File: src/rtl/ram_arbiter.sv
// Two-port (CPU/DMA) arbiter in front of a single-port synchronous RAM, one access in flight.
// Define RAM_ARB_ROUND_ROBIN_EN for round-robin arbitration; default build is fixed priority (A over B).
module ram_arbiter #(
   parameter int DATA_W = 16,
   parameter int ADDR_W = 16,
   parameter int DEPTH  = 256
) (
   input  logic              clk,
   input  logic              reset,
   input  logic              a_req,
   input  logic              a_we,
   input  logic [ADDR_W-1:0] a_addr,
   input  logic [DATA_W-1:0] a_wdata,
   output logic              a_gnt,
   output logic              a_ack,
   output logic [DATA_W-1:0] a_rdata,
   input  logic              b_req,
   input  logic              b_we,
   input  logic [ADDR_W-1:0] b_addr,
   input  logic [DATA_W-1:0] b_wdata,
   output logic              b_gnt,
   output logic              b_ack,
   output logic [DATA_W-1:0] b_rdata,
   output logic              err,
   output logic [ADDR_W-1:0] ram_addr,
   output logic [DATA_W-1:0] ram_din,
   output logic              ram_we,
   input  logic [DATA_W-1:0] ram_dout
);

   typedef enum logic [1:0] {S_IDLE, S_ISSUE, S_RESP} state_t;

   localparam logic [31:0] DEPTH_U = 32'(DEPTH);

   state_t            state_q, state_d;
   logic              owner_q, owner_d;
   logic              oor_q, oor_d;
   logic              ram_we_q, ram_we_d;
   logic [ADDR_W-1:0] ram_addr_q, ram_addr_d;
   logic [DATA_W-1:0] ram_din_q, ram_din_d;
   logic [DATA_W-1:0] a_rdata_q, a_rdata_d;
   logic [DATA_W-1:0] b_rdata_q, b_rdata_d;

   logic              a_win, b_win;
   logic              win_we, win_oor;
   logic [ADDR_W-1:0] win_addr;
   logic [DATA_W-1:0] win_wdata;
   logic [DATA_W-1:0] resp_data;

`ifdef RAM_ARB_ROUND_ROBIN_EN
   logic prefer_b_q, prefer_b_d;

   always_comb begin
      a_win = a_req && !(b_req && prefer_b_q);
      b_win = b_req && !a_win;
   end

   // The port just granted loses the next tie.
   always_comb begin
      prefer_b_d = prefer_b_q;
      if (a_gnt) begin
         prefer_b_d = 1'b1;
      end else if (b_gnt) begin
         prefer_b_d = 1'b0;
      end
   end

   always_ff @(posedge clk) begin
      if (reset) begin
         prefer_b_q <= 1'b0;
      end else begin
         prefer_b_q <= prefer_b_d;
      end
   end
`else
   always_comb begin
      a_win = a_req;
      b_win = b_req && !a_req;
   end
`endif

   assign a_gnt = (state_q == S_IDLE) && !reset && a_win;
   assign b_gnt = (state_q == S_IDLE) && !reset && b_win;

   assign win_we    = b_gnt ? b_we    : a_we;
   assign win_addr  = b_gnt ? b_addr  : a_addr;
   assign win_wdata = b_gnt ? b_wdata : a_wdata;
   assign win_oor   = 32'(win_addr) >= DEPTH_U;

   assign resp_data = oor_q ? '0 : ram_dout;

   always_comb begin
      state_d    = state_q;
      owner_d    = owner_q;
      oor_d      = oor_q;
      ram_we_d   = 1'b0;
      ram_addr_d = ram_addr_q;
      ram_din_d  = ram_din_q;
      a_rdata_d  = a_rdata_q;
      b_rdata_d  = b_rdata_q;
      case (state_q)
         S_IDLE: begin
            if (a_gnt || b_gnt) begin
               state_d    = S_ISSUE;
               owner_d    = b_gnt;
               oor_d      = win_oor;
               ram_we_d   = win_we && !win_oor;
               ram_addr_d = win_addr;
               ram_din_d  = win_wdata;
            end
         end
         S_ISSUE: state_d = S_RESP;
         S_RESP: begin
            state_d = S_IDLE;
            if (owner_q) begin
               b_rdata_d = resp_data;
            end else begin
               a_rdata_d = resp_data;
            end
         end
         default: state_d = S_IDLE;
      endcase
   end

   always_ff @(posedge clk) begin
      if (reset) begin
         state_q    <= S_IDLE;
         owner_q    <= 1'b0;
         oor_q      <= 1'b0;
         ram_we_q   <= 1'b0;
         ram_addr_q <= '0;
         ram_din_q  <= '0;
         a_rdata_q  <= '0;
         b_rdata_q  <= '0;
      end else begin
         state_q    <= state_d;
         owner_q    <= owner_d;
         oor_q      <= oor_d;
         ram_we_q   <= ram_we_d;
         ram_addr_q <= ram_addr_d;
         ram_din_q  <= ram_din_d;
         a_rdata_q  <= a_rdata_d;
         b_rdata_q  <= b_rdata_d;
      end
   end

   // A reset landing on the response cycle suppresses the ack.
   assign a_ack   = (state_q == S_RESP) && !reset && !owner_q;
   assign b_ack   = (state_q == S_RESP) && !reset && owner_q;
   assign err     = (state_q == S_RESP) && !reset && oor_q;
   assign a_rdata = a_ack ? resp_data : a_rdata_q;
   assign b_rdata = b_ack ? resp_data : b_rdata_q;

   assign ram_we   = ram_we_q;
   assign ram_addr = ram_addr_q;
   assign ram_din  = ram_din_q;

endmodule

File: config.mk
export PLATFORM = sky130hd
export DESIGN_NAME = ram_arbiter
export DESIGN_NICKNAME = d
export VERILOG_FILES = /design/src/rtl/ram_arbiter.sv
export SDC_FILE = /design/constraint.sdc
export NUM_CORES = 1
export LEC_CHECK = 0
export ABC_AREA = 1
export CORE_MARGIN = 5
export CORE_UTILIZATION = 45
export CTS_BUF_LIST = sky130_fd_sc_hd__clkbuf_8
export CTS_CLUSTER_DIAMETER = 120
export DETAILED_ROUTE_END_ITERATION = 12
export HOLD_SLACK_MARGIN = 0.06
export PLACE_DENSITY = 0.89
export SETUP_SLACK_MARGIN = 0.4
export SLEW_MARGIN = 15
export SYNTH_ARGS = -nofsm -noshare
export SYNTH_HDL_FRONTEND = slang
export SYNTH_SLANG_ARGS = --single-unit
File: constraint.sdc
create_clock -name clk -period 3.7 [get_ports clk]
set_input_delay 1.11 -clock clk [delete_from_list [all_inputs] [get_ports clk]]
set_output_delay 1.11 -clock clk [all_outputs]
set_load 0.03 [all_outputs]
### Yosys cells after proc, flatten, opt, wreduce, memory -nomap -nowiden

Index checks and enable logic that the tools add are counted.

| operators by class | value |
|---|---|
| shift operators | 0 |
| reductions and logical operators | 19 |
| multiply operators | 0 |
| multiplexer cells | 8 |
| equal/unequal tests | 3 |
| bitwise gates (word level) | 3 |
| $lt $le $gt $ge | 1 |
| div/mod/pow operators | 0 |
| add/subtract/negate cells | 0 |

Operators by type and width:

| kind | number |
|---|---|
| 16-bit 2-to-1 mux | 5 |
| 16-bit by 9-bit >= comparator with 1-bit output, second input constant | 1 |
| 1-bit logical AND | 9 |
| 2-bit AND reduction | 3 |
| 1-bit logical NOT | 4 |
| 2-bit one-hot mux with 2 select lines | 1 |
| 1-bit NOT | 3 |
| 3-bit OR reduction | 1 |
| 2-bit by 1-bit == test with 1-bit output, second input constant | 1 |
| 2-bit == test, second input constant | 1 |
| 2-bit logical NOT | 1 |
| 2-bit 2-to-1 mux | 1 |
| 2-bit by 1-bit inequality test with 1-bit output, second input constant | 1 |
| 1-bit logical OR | 1 |
| 1-bit 2-to-1 mux | 1 |

| storage, ports and cells | value |
|---|---|
| memories kept | 0 |
| input port bits | 86 |
| flip-flop bits (word level) | 69 |
| word-level logic and storage cells | 42 |
| latch bits | 0 |
| memory bits (read-only) | 0 |
| RAM bits | 0 |

### Logic depth before layout (Yosys ltp)

Gate-level depths: netlist of run 1.

| logic depth | value |
|---|---|
| depth in word-level cells | 7 |
| mapped depth | 11 |

### Worst setup path before layout of run 1

No wires, ideal clock.

| timing path | value |
|---|---|
| path kind | input to output |
| from | input reset |
| to | output err |
| buffers on the path | 1 |
| data required time | 2.590 ns |
| path slack | 0.301 ns |
| cell stages on the path | 2 |
| arrival | 2.289 ns |
| path through | clkbuf_1 nor4_1 |

| on the way | value |
|---|---|
| longest elaborated chain between the ends | 3 |

Ends and longest elaborated chain:

| what | RTL line | text |
|---|---|---|
| from (decl) | 9 | `input logic reset,` |
| 1-bit logical NOT | 150 | `assign err = (state_q == S_RESP) && !reset && oor_q;` |
| 1-bit logical AND (2 in series) | 150 |  |
| to (decl) | 24 | `output logic err,` |

Every way passes these cells.

### Worst setup path after layout of run 1

| timing path | value |
|---|---|
| from | input ram_dout[13] |
| to | output a_rdata[13] |

| on the way | value |
|---|---|
| longest elaborated chain between the ends | 2 |

Ends and longest elaborated chain:

| what | RTL line | text |
|---|---|---|
| from (decl) | 28 | `input logic [DATA_W-1:0] ram_dout` |
| 16-bit 2-to-1 mux | 90 | `assign resp_data = oor_q ? '0 : ram_dout;` |
| 16-bit 2-to-1 mux | 151 | `assign a_rdata = a_ack ? resp_data : a_rdata_q;` |
| to (decl) | 16 | `output logic [DATA_W-1:0] a_rdata,` |

Every way passes these cells.

==> results of run 1 <==
==> Yosys cell counts, drive strengths merged <==
master	number	share of area
inv	70	0.085
nor4	1	0.0020
nand3	3	0.0089
nand4	6	0.012
a31oi	1	0.0020
dfxtp	69	0.44
o21ai	96	0.15
nand2	86	0.10
o31ai	1	0.0024
clkbuf	11	0.013
a21oi	32	0.052
nor2	74	0.094
buf	14	0.024
==> cells in the final DEF, fill, tap and decap left out, types with 2 or more instances in the layout <==
cell	Yosys	layout
clkdlybuf4s50_1	0	117
nand2_1	85	85
o21ai_0	90	84
dfxtp_1	69	69
inv_1	68	68
nor2_1	72	67
buf_4	2	42
a21oi_1	32	32
clkbuf_8	0	12
o21ai_1	6	9
nand4_1	6	6
nor2_4	2	4
buf_12	0	4
nor2_2	0	3
o21ai_2	0	3
clkinv_2	0	3
inv_2	2	2
nand3_1	2	2
==> stage by stage <==
step	cells	worst slack, ps	instance area, sq um
final	702	428	4980
after CTS	700	419	4930
after global routing	702	383	4980
after floorplan	464	500	3110
after detailed placement	683	170	4680
after global placement	683	181	4680
==> final timing paths <==
check,endpoint,slack (ps),depth (start not counted)
worst max-delay path,a_rdata[13],430,6
worst min register to register,ram_din[10],470,2
worst max register to register,oor_q,1730,10
worst min-delay path,ram_din[10],470,2
==> sequential cells by signal, summed over array words and instances (netlist names) <==
signal	flops
state_q	2
a_rdata_q	16
b_rdata_q	16
owner_q	1
ram_we	1
ram_addr	16
oor_q	1
ram_din	16
==> worst reg2reg max path, stage by stage (launching register included) <==
cell and delay, ps:
dfxtp_1 300, inv_1 320, nand3_4 120, buf_4 270
nand2_2 190, buf_4 190, nand2_1 60, a21oi_1 190
nand3_1 140, nand2_1 70, inv_1 40
==> routing by layer <==
layer	wire length, um	vias up
met2	4980	166
met1	3830	1568
met4	126	0
met3	1010	13
li1	-	1770
met5	0	-
==> where the power goes <==
| group | internal (mW) | switching [mW] | total (mW) |
|---|---|---|---|
| registers | 0.781 | 0.0242 | 0.805 |
| clock network | 0.363 | 0.269 | 0.632 |
| logic | 0.195 | 0.226 | 0.421 |
| total | 1.34 | 0.519 | 1.86 |
==> cells by family (layout without fill, tap and decap cells) <==
kind of cell,Yosys count,in the layout,synth area share
buffers and inverters,95,253,0.122
flip-flops,69,69,0.445
AND/OR/NAND/NOR,170,170,0.222
AO/OA/AOI/OAI,130,130,0.211
==> cell type report <==
cell class / count / area, sq um / share of cell area
clock buffers: 12 / 165 / 0.0331
clock inverters: 4 / 45.0 / 0.00904
inverters: 70 / 263 / 0.0527
multi-input cells: 300 / 1380 / 0.278
flip-flops and latches: 69 / 1380 / 0.277
well taps: 80 / 100 / 0.0201
repair buffers: 167 / 1640 / 0.330
==> timing repair <==
| action | 4_1_cts | 5_1_grt |
|---|---|---|
| gates resized for setup | 11 | 8 |
| setup endpoints to repair | 35 | 16 |
| gates cloned | 1 | 1 |
| setup buffers | 0 | 1 |
| pin swaps | 2 | 2 |
| endpoints found under the hold margin | 0 | 0 |
==> results.md, run 1 <==
* CP arrival at 2160 ps
* Final Hold Vio Count at 0
* RSZ-0062 raised after global routing: true
* Worst Path Max Fanout at 2
* Syn. warnings at 0
* Residual DRC at 0
* Pwr Density at 373 nW/um^2
* CP max stage delay at 450 ps
* Met3 Use GR at 0.0740
* Htree depth at 3
* Iter 0 DRT Violations at 114
* GR Util All Layers at 0.224
* WL/cell at 14.2 um
* Ports at 156
* Design Power at 1.86 mW
* Fin util at 0.737
* Syn Inst Count at 464
* Die span in y at 93.1 um
* Worst EP required at 2590 ps
* CP startpoint: ram_dout[13]
* Fin crit share at 0.884
* GPL Wtd Cong at 0.834
* Hold WS at 466 ps
* Post-route setup TNS at 0 ps
* Post-synth cell types at 19
* Max Buffers Root-to-Sink at 2
* CP delay by family, top: buffers and inverters
* I/O Buffers at 155
* Total CTS buffers at 9
* Nets at 703
* Area Growth Syn to Fin at 60.5%
* Pins over their slew limit at 0
* CP bufs+invs at 3
* Met1 GRT Util at 0.247
* First-pass GRT wire length at 15500 um
* Chip width at 93.1 um
* Antenna Cells at 0
* Slew headroom at 0.526
* Crit end category: primary output
* Setup Skew at 11.7 ps
* CTS Hold Bufs at 0
* Slowest cell on crit path: clkdlybuf4s50_1
* Post-route ant nets at 0
* Clk slew on worst S/H paths at 70 ps
* TritonCTS clock tree: built
* Layout cell share with drive strength beyond 1 at 0.130
* Root Driver: clkbuf_8
* Pleak at 2.17 nW
* Seq cells post-synth at 69
* Pre-antenna DRT Iters at 4
* Post-Route WL at 9950 um
* Mapped cell area at 3100 sq um
* Crit Path Class: in2out
* Via density at 5.01
* Row count at 30
* Core area at 6760 sq um
* Max VDD drop at 0.293 mV
* # setup viols final at 0
* Hold Crit Class: reg2reg
* Vias in the first global route at 3331
* R2r startpoint: state_q[1]
* Vias at 3517
* Slew @ Worst Pin at 710 ps
* Fin crit period at 3270 ps
* Initial antenna violation count at 0
* GR Overflow Total at 0
* Met2 usage at 0.401
* Die area at 8660 sq um
* # fillers at 510
* Top Usage Layer GRT: met2
* Largest net degree at the start of global routing at 36
* Post-synthesis average cell area at 6.69 sq um
* TritonCTS sink count at 69
* Post-detail-place hpwl at 7230 um
* Clock latency on the worst-skew pair at 340 ps
* Max-cap violations at 0
* HP Start: ram_din[10]
* Initial Util at 0.459
* Seq/Total Area, Yosys at 0.445
* Net count after synthesis at 550
* Crit path cell chain: clkdlybuf4s50_1 > inv_1 > nor2_1 > nand2_1 > o21ai_0 > buf_4
* Status: finished clean
* CP Launch Type: input port
* Fmax at 306 MHz
No activity file was read; power rests on OpenSTA's default activity.
==> run 2: changes to the inputs <==
--- a/config.mk
+++ b/config.mk
@@ -6,6 +6,7 @@
 export NUM_CORES = 1
 export LEC_CHECK = 0
 export ABC_AREA = 1
+export CORE_ASPECT_RATIO = 0.7
 export CORE_MARGIN = 5
 export CORE_UTILIZATION = 45
 export CTS_BUF_LIST = sky130_fd_sc_hd__clkbuf_8
==> run 2 against run 1 <==
Effect of this change:
- sequential power hardly changed
- setup slack worse by 22 ps
- routed wire length rose by 7.4%
- non-clock buffer count is 1 higher
- sequential share of layout area decreased by 1.1 points
- core utilization is 3.4 points higher
- largest cell class unchanged
- first-iteration DRC count up 110%
- combinational power rose by 2%
- clock skew decreased by 4.2 ps
- flip-flop and latch count is the same
==> results.md, run 2 (same netlist as run 1, synthesis figures left out) <==
* Status: finished clean (unchanged)
* Row count at 25 (was 30)
* Slew @ Worst Pin at 774 ps (was 710 ps)
* TritonCTS sink count at 69 (unchanged)
* First-pass GRT wire length at 16600 um (was 15500 um)
* Max VDD drop at 0.238 mV (was 0.293 mV)
* Pleak at 2.23 nW (was 2.17 nW)
* CP arrival at 2180 ps (was 2160 ps)
* CP Launch Type: input port (unchanged)
* GR Util All Layers at 0.245 (was 0.224)
* Iter 0 DRT Violations at 244 (was 114)
* Clock Power Share at 0.414 (was 0.340)
* Flop pwr share at 0.382 (was 0.433)
* Residual DRC at 0 (unchanged)
* Pins over their slew limit at 0 (unchanged)
* Crit end category: primary output (unchanged)
* Ports at 156 (unchanged)
* Max-cap violations at 0 (unchanged)
* Cell Int Power at 1.56 mW (was 1.34 mW)
* Final Hold Vio Count at 0 (unchanged)
* Htree depth at 3 (unchanged)
* Post-Route WL at 10700 um (was 9950 um)
* Initial Util at 0.462 (was 0.459)
* Antenna Cells at 0 (unchanged)
* RSZ-0062 raised after global routing: true (unchanged)
* CTS Hold Bufs at 0 (unchanged)
* Post-detail-place hpwl at 7940 um (was 7230 um)
* Worst Path Max Fanout at 2 (unchanged)
* Crit Path Class: in2out (unchanged)
* Comb power frac at 0.204 (was 0.226)
* Switching part of the total power at 0.259 (was 0.280)
* TritonCTS clock tree: built (unchanged)
* Post-route setup TNS at 0 ps (unchanged)
* Worst R2R Setup Slack at 1730 ps (about the same)
* NetSw at 546 uW (was 519 uW)
* Layout cell share with drive strength beyond 1 at 0.151 (was 0.130)
* Pwr Density at 406 nW/um^2 (was 373 nW/um^2)
* Max Buffers Root-to-Sink at 2 (unchanged)
* I/O Buffers at 155 (unchanged)
* Final instance area at 5180 sq um (was 4980 sq um)
* Fmax at 304 MHz (was 306 MHz)
* GPL Wtd Cong at 0.923 (was 0.834)
* Vias at 3580 (was 3517)
* Die area at 8690 sq um (was 8660 sq um)
* Clk slew on worst S/H paths at 70 ps (about the same)
* # setup viols final at 0 (unchanged)
* Total CTS buffers at 9 (unchanged)
* Fin crit share at 0.890 (was 0.884)
* Fin crit period at 3290 ps (was 3270 ps)
* WL/cell at 14.9 um (was 14.2 um)
* Post-route ant nets at 0 (unchanged)
* Hold Crit Class: reg2reg (unchanged)
* Placed Area at 4770 sq um (was 4680 sq um)
* Pre-antenna DRT Iters at 5 (was 4)
* Core area at 6730 sq um (was 6760 sq um)
* Die span in y at 79.5 um (was 93.1 um)
* Setup Skew at 7.50 ps (was 11.7 ps)
* Largest net degree at the start of global routing at 42 (was 36)
* Commonest non-fill, non-tap cells in the layout: clkdlybuf4s50_1 (117), nand2_1 (85), o21ai_0 (81) (was clkdlybuf4s50_1 (117), nand2_1 (85), o21ai_0 (84))
* Area Growth Syn to Fin at 67.0% (was 60.5%)
* Chip width at 109 um (was 93.1 um)
* Worst EP required at 2590 ps (about the same)
* Vias in the first global route at 3444 (was 3331)
* GR Overflow Total at 0 (unchanged)
* Via density at 4.99 (was 5.01)
* Slew headroom at 0.483 (was 0.526)
* Nets at 704 (was 703)
* Commonest non-fill, non-tap cell in the layout: clkdlybuf4s50_1 (unchanged)
* Clock latency on the worst-skew pair at 340 ps (about the same)
* Root Driver: clkbuf_8 (unchanged)
* Initial antenna violation count at 0 (unchanged)
==> run 2: cell count changes in the layout (fill, tap and decap cells not counted), moves of 4 or more <==
cell	change
bufinv_16	+4
buf_4	-4
buf_12	+7
o21ai_2	+5
nor2_1	-8
nor2_2	+9
==> run 2: metrics by stage <==
stage               hold WS, ps  setup slack, ps  power (mW)  utilization  instances
finish                      468              405        2.11        0.771        717
global route                486              337        2.19        0.771        717
CTS                         468              382        2.11        0.763        715
detailed placement          457              159        1.24        0.709        696
global placement            452              199        1.23        0.709        696
floorplan                   445              500        1.02            -        464
==> run 2: final cells by class <==
class	count	area [sq um]
Clock buffer	9	124
Clock inverter	7	163
Fill cell	466	1540
Inverter	70	268
Multi-Input combinational cell	300	1420
Sequential cell	69	1380
Tap cell	94	118
Timing Repair Buffer	168	1710
==> run 2: final timing paths <==
| path | from | endpoint | cells past startpoint |
|---|---|---|---|
| setup / recovery | ram_dout[7] | a_rdata[7] | 6 |
| hold / removal | ram_din[5] | ram_din[5] | 2 |
| setup reg to reg | state_q[1] | oor_q | 10 |
| hold reg to reg | ram_din[5] | ram_din[5] | 2 |
==> run 2: worst max-delay path, cell delays in order <==
cell and delay (ps):
clkdlybuf4s50_1 450, inv_1 40, nor2_1 210, nand2_1 100, o21ai_0 90, buf_4 190
==> run 2: repair_timing <==
action	CTS	global route
buffers inserted	2	2
resized for setup	19	18
cloned	1	0
pin swaps	4	1
setup endpoints to repair	36	30
==> run 2: power groups by stage <==
stage          registers [mW]  clock network, mW  logic, mW
4_1_cts                 0.804              0.880      0.424
5_1_grt                 0.810              0.919      0.461
3_3_place_gp            0.817                  0      0.408
6_report                0.805              0.873      0.430
3_5_place_dp            0.820                  0      0.416
2_1_floorplan           0.867                  0      0.157
==> run 2: routing by layer <==
layer | global-route usage | part of all wire
met1 | 0.293 | 0.41
met2 | 0.408 | 0.48
met3 | 0.0671 | 0.069
met4 | 0.120 | 0.037
met5 | 0 | 0
==> run 3: changes to the inputs <==
--- a/config.mk
+++ b/config.mk
@@ -10,7 +10,7 @@
 export CORE_MARGIN = 5
 export CORE_UTILIZATION = 45
 export CTS_BUF_LIST = sky130_fd_sc_hd__clkbuf_8
-export CTS_CLUSTER_DIAMETER = 120
+export CTS_CLUSTER_DIAMETER = 60
 export DETAILED_ROUTE_END_ITERATION = 12
 export HOLD_SLACK_MARGIN = 0.06
 export PLACE_DENSITY = 0.89
==> results of run 3 <==
Same layout as run 2: the final DEF is identical, and so are final timing and power.
